--- src/rtl/assoc_cache_ctrl.sv ---
// -----------------------------------------------------------------------------
// assoc_cache_ctrl
//
// N-way set-associative, write-back, write-allocate cache controller sitting
// between a byte-wide CPU port and a line-wide main-memory port. Tags, valid
// bits, dirty bits, round-robin victim pointers and line data are held in
// flops inside this module.
//
// Miss path: LOOKUP picks a victim (lowest invalid way, else the set's
// round-robin pointer). A dirty victim is written back first, then the line is
// refilled. The original request is then replayed through LOOKUP, where it is
// guaranteed to hit; the replay is not counted as a hit or as a second miss.
//
// Ports
//   clock, reset            rising-edge clock, synchronous active-high reset
//   cpu_req_valid/_ready    CPU request handshake (ready only in IDLE)
//   cpu_req_write           1 = byte write, 0 = byte read
//   cpu_addr, cpu_wdata     byte address and write byte
//   cpu_rdata, cpu_rvalid   read byte and one-cycle read-completion pulse
//   cpu_wdone               one-cycle write-completion pulse
//   mem_req_valid/_ready    memory request handshake
//   mem_req_write           1 = line writeback, 0 = line read
//   mem_addr, mem_wdata     line-aligned address and writeback line
//   mem_rvalid, mem_rdata   refill line return
//   hit_count, miss_count   saturating 16-bit event counters
// -----------------------------------------------------------------------------
module assoc_cache_ctrl #(
    parameter int AWIDTH    = 16,
    parameter int DATAWIDTH = 8,
    parameter int BLOCKSIZE = 4,
    parameter int NUMSETS   = 8,
    parameter int NUMWAYS   = 2
) (
    input  logic                           clock,
    input  logic                           reset,
    input  logic                           cpu_req_valid,
    input  logic                           cpu_req_write,
    input  logic [AWIDTH-1:0]              cpu_addr,
    input  logic [DATAWIDTH-1:0]           cpu_wdata,
    output logic                           cpu_req_ready,
    output logic [DATAWIDTH-1:0]           cpu_rdata,
    output logic                           cpu_rvalid,
    output logic                           cpu_wdone,
    output logic                           mem_req_valid,
    output logic                           mem_req_write,
    output logic [AWIDTH-1:0]              mem_addr,
    output logic [DATAWIDTH*BLOCKSIZE-1:0] mem_wdata,
    input  logic                           mem_req_ready,
    input  logic                           mem_rvalid,
    input  logic [DATAWIDTH*BLOCKSIZE-1:0] mem_rdata,
    output logic [15:0]                    hit_count,
    output logic [15:0]                    miss_count
);

    localparam int OFFW   = $clog2(BLOCKSIZE);
    localparam int IDXW   = $clog2(NUMSETS);
    localparam int TAGW   = AWIDTH - IDXW - OFFW;
    localparam int LINEW  = DATAWIDTH * BLOCKSIZE;
    localparam int DWLOG  = $clog2(DATAWIDTH);
    localparam int BITW   = OFFW + DWLOG;
    localparam int WAYW   = (NUMWAYS > 1) ? $clog2(NUMWAYS) : 1;

    typedef enum logic [2:0] {
        S_IDLE        = 3'd0,
        S_LOOKUP      = 3'd1,
        S_WRITEBACK   = 3'd2,
        S_REFILL      = 3'd3,
        S_REFILL_WAIT = 3'd4
    } state_t;

    // Cache state arrays
    logic [TAGW-1:0]    r_tag   [NUMWAYS][NUMSETS];
    logic [LINEW-1:0]   r_data  [NUMWAYS][NUMSETS];
    logic [NUMSETS-1:0] r_valid [NUMWAYS];
    logic [NUMSETS-1:0] r_dirty [NUMWAYS];
    logic [WAYW-1:0]    r_ptr   [NUMSETS];

    // Controller state and latched request
    state_t                r_state;
    logic [AWIDTH-1:0]     r_addr;
    logic                  r_write;
    logic [DATAWIDTH-1:0]  r_wdata;
    logic [WAYW-1:0]       r_victim;
    logic                  r_replay;

    // Decoded fields of the latched request
    logic [TAGW-1:0]       w_tag;
    logic [IDXW-1:0]       w_idx;
    logic [OFFW-1:0]       w_off;
    logic [BITW-1:0]       w_bitpos;

    assign w_tag    = r_addr[AWIDTH-1 -: TAGW];
    assign w_idx    = r_addr[OFFW +: IDXW];
    assign w_off    = r_addr[OFFW-1:0];
    assign w_bitpos = {w_off, {DWLOG{1'b0}}};

    // Lookup results
    logic                  w_hit;
    logic [WAYW-1:0]       w_hit_way;
    logic [WAYW-1:0]       w_victim_raw;
    logic [WAYW-1:0]       w_victim;
    logic [LINEW-1:0]      w_sel_line;
    logic [LINEW-1:0]      w_merge_line;
    logic [DATAWIDTH-1:0]  w_rbyte;
    logic [AWIDTH-1:0]     w_refill_addr;

    // Tag compare across all ways and victim choice for the indexed set
    always_comb begin
        w_hit        = 1'b0;
        w_hit_way    = '0;
        w_victim_raw = r_ptr[w_idx];
        // Descending scan so the lowest-numbered invalid way wins.
        for (int w = NUMWAYS - 1; w >= 0; w--) begin
            w_hit        = (r_valid[w][w_idx] && (r_tag[w][w_idx] == w_tag)) ? 1'b1 : w_hit;
            w_hit_way    = (r_valid[w][w_idx] && (r_tag[w][w_idx] == w_tag)) ? WAYW'(w) : w_hit_way;
            w_victim_raw = (!r_valid[w][w_idx]) ? WAYW'(w) : w_victim_raw;
        end
        // A direct-mapped cache always replaces its only way.
        w_victim = (NUMWAYS == 1) ? '0 : w_victim_raw;
    end

    // Byte read / byte merge on the hit line
    always_comb begin
        w_sel_line                             = r_data[w_hit_way][w_idx];
        w_rbyte                                = w_sel_line[w_bitpos +: DATAWIDTH];
        w_merge_line                           = w_sel_line;
        w_merge_line[w_bitpos +: DATAWIDTH]    = r_wdata;
        w_refill_addr                          = {w_tag, w_idx, {OFFW{1'b0}}};
    end

    // Controller FSM, cache arrays and all registered outputs
    always_ff @(posedge clock) begin
        if (reset) begin
            r_state       <= S_IDLE;
            r_addr        <= '0;
            r_write       <= 1'b0;
            r_wdata       <= '0;
            r_victim      <= '0;
            r_replay      <= 1'b0;
            cpu_req_ready <= 1'b1;
            cpu_rdata     <= '0;
            cpu_rvalid    <= 1'b0;
            cpu_wdone     <= 1'b0;
            mem_req_valid <= 1'b0;
            mem_req_write <= 1'b0;
            mem_addr      <= '0;
            mem_wdata     <= '0;
            hit_count     <= 16'd0;
            miss_count    <= 16'd0;
            for (int w = 0; w < NUMWAYS; w++) begin
                r_valid[w] <= '0;
                r_dirty[w] <= '0;
            end
            for (int s = 0; s < NUMSETS; s++) begin
                r_ptr[s] <= '0;
            end
        end else begin
            // Completion strobes are single-cycle pulses.
            cpu_rvalid <= 1'b0;
            cpu_wdone  <= 1'b0;
            case (r_state)
                S_IDLE: begin
                    if (cpu_req_valid && cpu_req_ready) begin
                        r_addr        <= cpu_addr;
                        r_write       <= cpu_req_write;
                        r_wdata       <= cpu_wdata;
                        r_replay      <= 1'b0;
                        cpu_req_ready <= 1'b0;
                        r_state       <= S_LOOKUP;
                    end
                end

                S_LOOKUP: begin
                    if (w_hit) begin
                        if (r_write) begin
                            r_data[w_hit_way][w_idx]  <= w_merge_line;
                            r_dirty[w_hit_way][w_idx] <= 1'b1;
                            cpu_wdone                 <= 1'b1;
                        end else begin
                            cpu_rdata  <= w_rbyte;
                            cpu_rvalid <= 1'b1;
                        end
                        // The replay after a refill was already counted as a miss.
                        if (!r_replay && (hit_count != 16'hFFFF)) begin
                            hit_count <= hit_count + 16'd1;
                        end
                        r_replay      <= 1'b0;
                        cpu_req_ready <= 1'b1;
                        r_state       <= S_IDLE;
                    end else begin
                        if (!r_replay && (miss_count != 16'hFFFF)) begin
                            miss_count <= miss_count + 16'd1;
                        end
                        r_victim      <= w_victim;
                        mem_req_valid <= 1'b1;
                        if (r_valid[w_victim][w_idx] && r_dirty[w_victim][w_idx]) begin
                            mem_req_write <= 1'b1;
                            mem_addr      <= {r_tag[w_victim][w_idx], w_idx, {OFFW{1'b0}}};
                            mem_wdata     <= r_data[w_victim][w_idx];
                            r_state       <= S_WRITEBACK;
                        end else begin
                            mem_req_write <= 1'b0;
                            mem_addr      <= w_refill_addr;
                            r_state       <= S_REFILL;
                        end
                    end
                end

                S_WRITEBACK: begin
                    // Writeback accepted: turn the request straight into the line read.
                    if (mem_req_ready) begin
                        mem_req_write <= 1'b0;
                        mem_addr      <= w_refill_addr;
                        r_state       <= S_REFILL;
                    end
                end

                S_REFILL: begin
                    if (mem_req_ready) begin
                        mem_req_valid <= 1'b0;
                        r_state       <= S_REFILL_WAIT;
                    end
                end

                S_REFILL_WAIT: begin
                    if (mem_rvalid) begin
                        r_data[r_victim][w_idx]  <= mem_rdata;
                        r_tag[r_victim][w_idx]   <= w_tag;
                        r_valid[r_victim][w_idx] <= 1'b1;
                        r_dirty[r_victim][w_idx] <= 1'b0;
                        // Only replacing a live line moves the round-robin pointer.
                        if ((NUMWAYS > 1) && r_valid[r_victim][w_idx]) begin
                            r_ptr[w_idx] <= r_ptr[w_idx] + WAYW'(1);
                        end
                        r_replay <= 1'b1;
                        r_state  <= S_LOOKUP;
                    end
                end

                default: begin
                    r_state       <= S_IDLE;
                    cpu_req_ready <= 1'b1;
                    mem_req_valid <= 1'b0;
                end
            endcase
        end
    end

endmodule

--- config.mk ---
export PLATFORM = sky130hd
export DESIGN_NAME = assoc_cache_ctrl
export DESIGN_NICKNAME = d
export VERILOG_FILES = /design/src/rtl/assoc_cache_ctrl.sv
export SDC_FILE = /design/constraint.sdc
export NUM_CORES = 1
export LEC_CHECK = 0
export CORE_UTILIZATION = 50
export DETAILED_ROUTE_END_ITERATION = 7
export PLACE_DENSITY = 0.68
export SETUP_SLACK_MARGIN = 0.1
export SLEW_MARGIN = 15
export SYNTH_ARGS = -nofsm -noshare
export SYNTH_HDL_FRONTEND = slang
export SYNTH_SLANG_ARGS = --single-unit
--- constraint.sdc ---
create_clock -name clock -period 5.8 [get_ports clock]
set_clock_uncertainty 0.15 [all_clocks]
set_input_delay 1.16 -clock clock [delete_from_list [all_inputs] [get_ports clock]]
set_output_delay 1.16 -clock clock [all_outputs]
set_load 0.005 [all_outputs]
Yosys cells after proc, flatten, opt, wreduce, memory -nomap -nowiden:

Memories as Yosys holds them, arrays and structs flattened. A register that Yosys moved wholly into a read port is not among the register bits.
Cells that the tools add are included.

* register bits: 123
* RAM bits: 728
* bits of input ports: 62
* output and inout bits: 93
* logic and storage cells: 182
* memories: 5

* $add $sub $neg: 4
* order comparisons: 4
* eq/ne operators: 14
* shift-type cells: 3
* mux-type cells: 99
* bitwise gates (word level): 6
* reductions and logical operators: 31

Memory list
* r_data: depth 2, bits a word 256, read ports 2, clocked after Yosys merged registers in 0, write ports 1, RTL line 73 `logic [LINEW-1:0] r_data [NUMWAYS][NUMSETS];`
* r_tag: depth 2, bits a word 88, read ports 3, clocked after Yosys merged registers in 0, write ports 1, RTL line 72 `logic [TAGW-1:0] r_tag [NUMWAYS][NUMSETS];`
* r_dirty: depth 2, bits a word 8, read ports 1, clocked after Yosys merged registers in 0, write ports 2, RTL line 75 `logic [NUMSETS-1:0] r_dirty [NUMWAYS];`
* r_valid: depth 2, bits a word 8, read ports 4, clocked after Yosys merged registers in 1, write ports 2, RTL line 74 `logic [NUMSETS-1:0] r_valid [NUMWAYS];`
* r_ptr: depth 8, bits a word 1, read ports 1, clocked after Yosys merged registers in 1, write ports 8, RTL line 76 `logic [WAYW-1:0] r_ptr [NUMSETS];`

Operators with widths (count)
* 256-bit two-way mux: 4
* 256-bit OR reduction: 1
* 32-bit binary-select mux with 3-bit select: 2
* 32-bit two-way mux: 5
* 11-bit binary-select mux with 3-bit select: 3
* 32-bit demux with 3-bit select: 1
* 88-bit two-way mux: 1
* 11-bit two-way mux: 7
* 8-bit two-way mux: 8
* 16-bit two-way mux: 3
* 1-bit two-way mux: 43
* 11-bit demux with 3-bit select: 1
* 16-bit by 1-bit adder with 16-bit output, second input constant: 2
* 32-bit bitwise mux: 1
* 16-bit != test, second input constant: 2
* 16-bit case mux with 2 select lines: 1
* 8-bit by 7-bit variable shift with 32-bit output, first input constant: 1
* 32-bit by 6-bit variable part select with 8-bit output: 1
* 8-bit by 7-bit variable part select with 32-bit output: 1
* 8-bit OR reduction: 3
* 11-bit == test: 2
* 3-bit two-way mux: 7
* 3-bit AND reduction: 7
* 1-bit binary-select mux with 3-bit select: 5
* 26 further kinds: 49

Logic depth before layout (Yosys ltp):

Gate-level depths: netlist (run 1).

* word-level depth: 15
* depth in mapped cells: 17
* gate-level depth less buffers: 10

Worst setup path before layout (run 1):

OpenSTA, ideal clock, no wires.

* kind: flip-flop to flip-flop
* start: register r_addr[3]
* end: memory r_dirty[1][0], enable pin
* library setup time: 0.297 ns
* arrival: 4.362 ns
* data required time: 5.353 ns
* path slack: 0.991 ns
* cell stages (with the launch flop): 12
* path buffers: 2
* period minus slack after synthesis: 4.809 ns
* cells stage by stage: dfxtp_1 > buf_6 > mux2_2 > a221o_1 > a222oi_1 > xnor2_1 > nor4_2 > and2_1 > nand4b_2 > buf_2 > a21oi_1 > or2_2

RTL lines
* start, declared: RTL line 80 `logic [AWIDTH-1:0] r_addr;`
* start signal, assigned: RTL line 164 `r_addr <= cpu_addr;`
* end, declared: RTL line 75

Worst setup path after layout (run 1):

* start: register r_addr[3]
* end: memory r_data[0][223] (netlist bit) (data pin)

* longest elaborated chain between the ends: 14
* elaborated cells between the ends (all ways): 30
* those cells by class: order compare (2); eq/ne (2); mux (20); bitwise (1); reduce/logical (4); memory (1)

RTL lines
* 3-bit NOT with 4-bit output (implied by the code): RTL line 115, 124, 227
* 11-bit binary-select mux with 3-bit select: RTL line 115 `w_hit_way = (r_valid[w][w_idx] && (r_tag[w][w_idx] == w_tag)) ? WAYW'(w) : w_hit_way;`
* 11-bit two-way mux (implied by the code) (2 in a row): RTL line 115
* 11-bit == test: RTL line 115
* 1-bit logical AND: RTL line 115
* 1-bit two-way mux (2 in a row): RTL line 115
* memory 2 x 256 bit
* 32-bit binary-select mux with 3-bit select: RTL line 124 `w_sel_line = r_data[w_hit_way][w_idx];`
* 32-bit two-way mux (implied by the code) (2 in a row): RTL line 124
* 32-bit bitwise mux: RTL line 127 `w_merge_line[w_bitpos +: DATAWIDTH] = r_wdata;`
* 256-bit two-way mux (no source line) *
* end, declared: RTL line 73

Every way passes the cells marked *; elsewhere a longest branch is shown, timed or not. The select of a mux whose other input is x is not followed.

==> key figures, run 1 <==
Detailed routing
  • Via density: roughly 6.9
  • Via count: about 30000
  • Routed Antenna Nets: 0
  • DR WL/cell: approximately 31 um
  • DRC errors left: 0
  • Final WL: between 100 and 150 mm
  • DR iter-0 viols: about 4700
  • Detailed Routing Iterations Pass 1: 7

Floorplan
  • Horiz. Die Dim: 282 um
  • Area of the die: approximately 80000 um2
  • Rows: just over 100
  • Core ar.: between 70000 and 80000 um2
  • Starting Density: 0.506
  • Ports: approximately 160
  • Die Y: 282 um

Synth
  • Largest cells by area after synthesis: edfxtp_1 (55%), dfxtp_1 (7.2%), mux2i_1 (5.7%)
  • Top-area cell type share of the netlist area: 0.546
  • Synth Warn #: 0
  • Flops & latches, synth: between 800 and 900
  • Mapped cell area: between 30000 and 40000 um2
  • Number of synthesized flops with an enable pin: approximately 710
  • Most used DFF post-synth: edfxtp_1
  • Register area share after synthesis: 0.618
  • Ys async rst share: 0
  • Mapped Cells: roughly 3100
  • Syn Area/Cell: roughly 13 um2
  • Dominant cell type by area after synthesis: edfxtp_1
  • Synth unique cells: around 80

Min path
  • Hold Crit Class: reg2reg

Timing
  • Relative slew slack: 0.193
  • RSZ-0062 raised after global routing: false
  • Final setup violation count: 0
  • Fin crit period: approximately 5.2 ns
  • Final period util: 0.892
  • Setup_tns: 0 ns
  • Hold Violations, Final: 0
  • Worst Max-Slew Pin Slew: roughly 1.2 ns
  • WHS: a little over 0.3 ns
  • Fin. max-slew vios: 0
  • Fmax: between 0.15 and 0.2 GHz

Critical path
  • Critical path endpoint: r_data[0][223]
  • Critical Path Fanout Max: 52
  • CP Capture Type: flop
  • Worst EP arrival: 5.42 ns
  • Worst reg2reg path depth: 12
  • Reg-to-Reg Start: r_addr[3]
  • Crit-path most repeated cell: buf_4
  • Crit path from: r_addr[3]
  • Slowest CP cell: dfxtp_4
  • Max incr delay on CP: about 0.89 ns
  • R2r setup slk: approximately 0.63 ns
  • Bufs and invs on worst path: 2
  • Setup Crit Path Kind: reg2reg
  • Worst Path Required: 6.04 ns
  • WP depth: 12
  • R2R Path End: r_data[0][223]
  • CP cell instances: and2b_1 > a22oi_1 > a21o_1 > a221oi_2 > nand4bb_4 > a211oi_4 > buf_4 > mux2i_1 > nor2_1 > a21oi_1 > o21ai_0 > buf_4
  • CP Launch Type: flop
  • CP top delay family: compound AO/OA/AOI/OAI gates

Clocking
  • TritonCTS buffer count: 87
  • Skew-Pair Late Insertion Delay: about 0.65 ns
  • # Post-CTS Setup Buffers: 0
  • CTS Sinks: about 850
  • CTS root buf: clkbuf_16
  • Clock slew at reported path FFs: around 0.060 ns
  • CTS tree: built
  • # H-tree levels: 3
  • Maximum clock path buffer count: 3
  • Post-cts hold buffer count: 0
  • Post-CTS sizing: 0

GRT
  • Vias in the first global route: 28900
  • Total gr overflow: 0
  • GR Util All Layers: 0.342
  • Antenna violations before repair: 1
  • Largest net degree at the start of global routing: between 80 and 90
  • Global-route wire length before repair: 196 mm

Power
  • Peak VDD IR: ~0.27 mV
  • Power density over the cells: 385 nW/um2
  • Leak pwr: 15.5 nW

Placed design
  • Number of buffers added on ports: between 150 and 200
  • GPL Wtd Cong: approximately 0.95
  • Post-DP HPWL: ~80 mm

Final layout
  • Ratio of cells with drive above 1 in the final layout: 0.144
  • Final net count: 3300
  • Fillers: about 6000
  • Most frequent cells in the layout: edfxtp_1 (712), nand2_1 (448), mux2i_1 (223)
  • P&R area growth vs syn: 15.9%
  • Most common cell after layout, fill and taps aside: edfxtp_1
  • Multi-input logic area: 14100 um2
  • Register area: ~24000 um2

Outcome
  • Status: finished, final reports clean

Job
  • # Max-Cap Violations: 0
-- cells in the mapped netlist, types with 20 or more instances --
| cell | n |
|---|---|
| a221oi_1 | 65 |
| a22o_1 | 34 |
| nand3_1 | 127 |
| nor3_1 | 24 |
| nor4_1 | 23 |
| o22ai_1 | 44 |
| o21ai_0 | 83 |
| mux2_2 | 43 |
| a21o_1 | 20 |
| and3_1 | 20 |
| a22oi_1 | 133 |
| nand2_1 | 450 |
| clkbuf_1 | 145 |
| mux4_2 | 89 |
| nor2_1 | 175 |
| dfxtp_1 | 141 |
| edfxtp_1 | 712 |
| a31oi_1 | 21 |
| nand4_1 | 28 |
| buf_2 | 47 |
| a21oi_1 | 151 |
| mux2i_1 | 223 |
-- cell type report --
cell class / count / area share
clock inverters: 46 / 0.0111
diodes: 2 / 0.000110
flip-flops and latches: 853 / 0.533
repair buffers: 288 / 0.0612
clock buffers: 113 / 0.0530
well taps: 1040 / 0.0287
inverters: 19 / 0.00157
multi-input cells: 1982 / 0.311
-- power breakdown --
group          internal (mW)  switching (mW)  leakage (nW)
Sequential              7.25           0.292          7.65
Clock                   3.37            2.41          1.44
Combinational           1.46            2.72          6.43
-- worst min-delay path, cell delays in order, from the launching register on --
cell	delay, ns
dfxtp_1	0.31
nand2_1	0.05
a21oi_1	0.05
-- registers in the layout, indices dropped and copies added, names as in the netlist, 14 cells and up, named ones only --
signal	flops
r_valid	16
r_addr	16
r_tag	176
mem_addr	14
miss_count	16
mem_wdata	32
r_dirty	16
r_data	512
hit_count	16
-- worst min path at each step --
| stage | startpoint | to | slack, ns | cells after the start |
|---|---|---|---|---|
| global placement | mem_wdata[9] | mem_wdata[9] | 0.30 | 2 |
| floorplan | mem_wdata[12] | mem_wdata[12] | 0.30 | 2 |
| finish | mem_wdata[9] | mem_wdata[9] | 0.31 | 2 |
| CTS | mem_wdata[9] | mem_wdata[9] | 0.31 | 2 |
| detailed placement | mem_wdata[9] | mem_wdata[9] | 0.30 | 2 |
| global route | mem_wdata[29] | mem_wdata[29] | 0.33 | 2 |
-- per-layer routing --
layer,global-route usage,share of wire
met5,0.0104,0.00080
met4,0.188,0.061
met3,0.0902,0.13
met2,0.519,0.45
met1,0.446,0.36
-- cells by family after synthesis --
group                    share of synthesized area
multiplexers                                 0.121
AND/OR/NAND/NOR                              0.102
buffers and inverters                       0.0293
XOR/XNOR                                   0.00648
AO/OA/AOI/OAI                                0.121
flip-flops                                   0.618
adder cells (fa/ha/maj)                    0.00223
other                                    0.0000957
-- through the flow --
| stage | utilization | area [um2] | power (mW) | std cells | worst slack [ns] |
|---|---|---|---|---|---|
| floorplan | - | 39200 | 10.1 | 3088 | 0.991 |
| CTS | 0.586 | 45400 | 17.4 | 4336 | 0.627 |
| finish | 0.586 | 45400 | 17.5 | 4343 | 0.626 |
| global route | 0.586 | 45400 | 18.0 | 4341 | 0.518 |
| detailed placement | 0.548 | 42500 | 11.7 | 4177 | 0.654 |
| global placement | 0.548 | 42500 | 11.6 | 4177 | 0.872 |
Note: power is estimated with default switching activity, not from simulation.
==> run 2, diff against run 1 <==
--- a/config.mk
+++ b/config.mk
@@ -5,9 +5,9 @@
 export SDC_FILE = /design/constraint.sdc
 export NUM_CORES = 1
 export LEC_CHECK = 0
-export CORE_UTILIZATION = 50
+export CORE_UTILIZATION = 61
 export DETAILED_ROUTE_END_ITERATION = 7
-export PLACE_DENSITY = 0.68
+export PLACE_DENSITY = 0.8
 export SETUP_SLACK_MARGIN = 0.1
 export SLEW_MARGIN = 15
 export SYNTH_ARGS = -nofsm -noshare
==> key figures, run 2 (synthesized netlist as in run 1, its figures left out) <==
Placed design
  • Post-DP HPWL: 78.8 mm (was 82.0 mm)
  • GPL Wtd Cong: 0.993 (was 0.950)
  • Number of buffers added on ports: 152 (unchanged)

Clocking
  • Clock slew at reported path FFs: 0.06 ns (about the same)
  • TritonCTS buffer count: 87 (unchanged)
  • Maximum clock path buffer count: 3 (unchanged)
  • Skew-Pair Late Insertion Delay: 0.67 ns (was 0.65 ns)
  • Post-cts hold buffer count: 0 (unchanged)
  • # H-tree levels: 3 (unchanged)
  • CTS tree: built (unchanged)
  • Post-CTS sizing: 0 (unchanged)
  • CTS root buf: clkbuf_16 (unchanged)
  • # Post-CTS Setup Buffers: 0 (unchanged)
  • CTS Sinks: 853 (unchanged)

Timing
  • Fmax: 0.187 GHz (was 0.193 GHz)
  • Final setup violation count: 0 (unchanged)
  • WHS: 0.306 ns (about the same)
  • Setup_tns: 0 ns (unchanged)
  • Worst Max-Slew Pin Slew: 1.17 ns (was 1.21 ns)
  • Final period util: 0.924 (was 0.892)
  • RSZ-0062 raised after global routing: false (unchanged)
  • Fin crit period: 5.36 ns (was 5.17 ns)
  • Hold Violations, Final: 0 (unchanged)
  • Relative slew slack: 0.217 (was 0.193)
  • Fin. max-slew vios: 0 (unchanged)

Final layout
  • Reg with most FFs: r_data (unchanged)
  • Final net count: 3292 (was 3300)
  • Most common cell after layout, fill and taps aside: edfxtp_1 (unchanged)
  • Biggest registers after layout: r_data x512, r_tag x176, mem_wdata x32 (unchanged)
  • Ratio of cells with drive above 1 in the final layout: 0.141 (was 0.144)
  • Number of flip-flops under the largest register name: 512 (unchanged)
  • Most frequent cells in the layout: edfxtp_1 (712), nand2_1 (450), mux2i_1 (223) (was edfxtp_1 (712), nand2_1 (448), mux2i_1 (223))
  • P&R area growth vs syn: 14.7% (was 15.9%)

Power
  • Leak pwr: 15.4 nW (was 15.5 nW)
  • Power density over the cells: 387 nW/um2 (was 385 nW/um2)
  • Peak VDD IR: 0.313 mV (was 0.273 mV)

Floorplan
  • Horiz. Die Dim: 255 um (was 282 um)
  • Area of the die: 65300 um2 (was 79500 um2)
  • Starting Density: 0.619 (was 0.506)
  • Rows: 92 (was 102)
  • Die Y: 255 um (was 282 um)
  • Core ar.: 63300 um2 (was 77500 um2)
  • Ports: 155 (unchanged)

GRT
  • Global-route wire length before repair: 192 mm (was 196 mm)
  • Met3 Use GR: 0.121 (was 0.0902)
  • Grt met2 use: 0.600 (was 0.519)
  • GR Util All Layers: 0.400 (was 0.342)
  • M1 GR Usage: 0.514 (was 0.446)
  • Total gr overflow: 0 (unchanged)
  • Antenna violations before repair: 4 (was 1)
  • Largest net degree at the start of global routing: 105 (was 89)
  • Layer with the highest usage: met2 (unchanged)
  • Vias in the first global route: 29600 (was 28900)

Detailed routing
  • Via density: 7.37 (was 6.91)
  • DRC errors left: 0 (unchanged)
  • DR WL/cell: 31.9 um (was 31.5 um)
  • Via count: 30500 (was 30000)
  • Detailed Routing Iterations Pass 1: 8 (was 7)
  • Routed Antenna Nets: 0 (unchanged)
  • Final WL: 132 mm (was 137 mm)
  • DR iter-0 viols: 5383 (was 4694)

Critical path
  • Worst Path Required: 5.96 ns (was 6.04 ns)
  • Slowest CP cell: nor2_1 (was dfxtp_4)
  • CP cell instances: buf_4 > nor2_2 > a22oi_1 > a21o_1 > a221oi_2 > nand4bb_4 > a211oi_4 > buf_12 > mux2i_1 > o211ai_1 > a221oi_1 > nor2_1 (was and2b_1 > a22oi_1 > a21o_1 > a221oi_2 > nand4bb_4 > a211oi_4 > buf_4 > mux2i_1 > nor2_1 > a21oi_1 > o21ai_0 > buf_4)
  • CP Capture Type: flop (unchanged)
  • Bufs and invs on worst path: 2 (unchanged)
  • Max incr delay on CP: 0.81 ns (was 0.89 ns)
  • Critical Path Fanout Max: 43 (was 52)
  • CP top delay family: compound AO/OA/AOI/OAI gates (unchanged)
  • Setup Crit Path Kind: reg2reg (unchanged)
  • Worst EP arrival: 5.52 ns (was 5.42 ns)
  • CP Launch Type: flop (unchanged)

Job
  • # Max-Cap Violations: 0 (unchanged)

Min path
  • Hold Crit Class: reg2reg (unchanged)

Outcome
  • Status: finished, final reports clean (unchanged)
==> run 2: worst paths after layout <==
check	endpoint	depth (start not counted)	slack (ns)	startpoint
worst max-delay path	r_data[0][172]	12	0.44	r_addr[3]
worst min-delay path	mem_wdata[29]	2	0.31	mem_wdata[29]
worst max register to register	r_data[0][172]	12	0.44	r_addr[3]
worst min register to register	mem_wdata[29]	2	0.31	mem_wdata[29]
==> run 2: metal layers <==
layer  wire (um)  up-vias  share of wire
met1       43200    14600           0.33
met2       58400     3026           0.44
met3       21300      701           0.16
li1            -    12200              -
met5          44        -        0.00033
met4        9460        6          0.071
==> run 2: tightest hold or removal path, stage by stage (launching register included) <==
cell and delay (ns):
dfxtp_1 0.31, nand2_1 0.05, a21oi_1 0.05
==> run 2: area by class of cell <==
type	count	area, um2
flip-flops and latches	853	24200
fillers	4124	18300
multi-input cells	1982	14100
repair buffers	280	2620
clock buffers	122	2450
well taps	846	1060
clock inverters	42	424
inverters	19	71.3
diodes	1	2.50
==> run 2: through the flow <==
stage | cells | instance area [um2] | worst slack, ns | total power [mW] | util
floorplan | 3088 | 39200 | 0.991 | 10.1 | -
global route | 4144 | 45000 | 0.396 | 17.8 | 0.710
CTS | 4138 | 44900 | 0.182 | 17.2 | 0.709
finish | 4145 | 45000 | 0.440 | 17.4 | 0.710
detailed placement | 3974 | 42000 | 0.208 | 11.7 | 0.664
global placement | 3974 | 42000 | 0.409 | 11.5 | 0.664
==> run 2: report_power, final <==
group / internal (mW) / total (mW) / switching, mW / leakage (nW)
combinational: 1.45 / 4.21 / 2.76 / 6.36
clock: 3.24 / 5.65 / 2.41 / 1.41
sequential: 7.25 / 7.53 / 0.282 / 7.65
total: 11.9 / 17.4 / 5.44 / 15.4
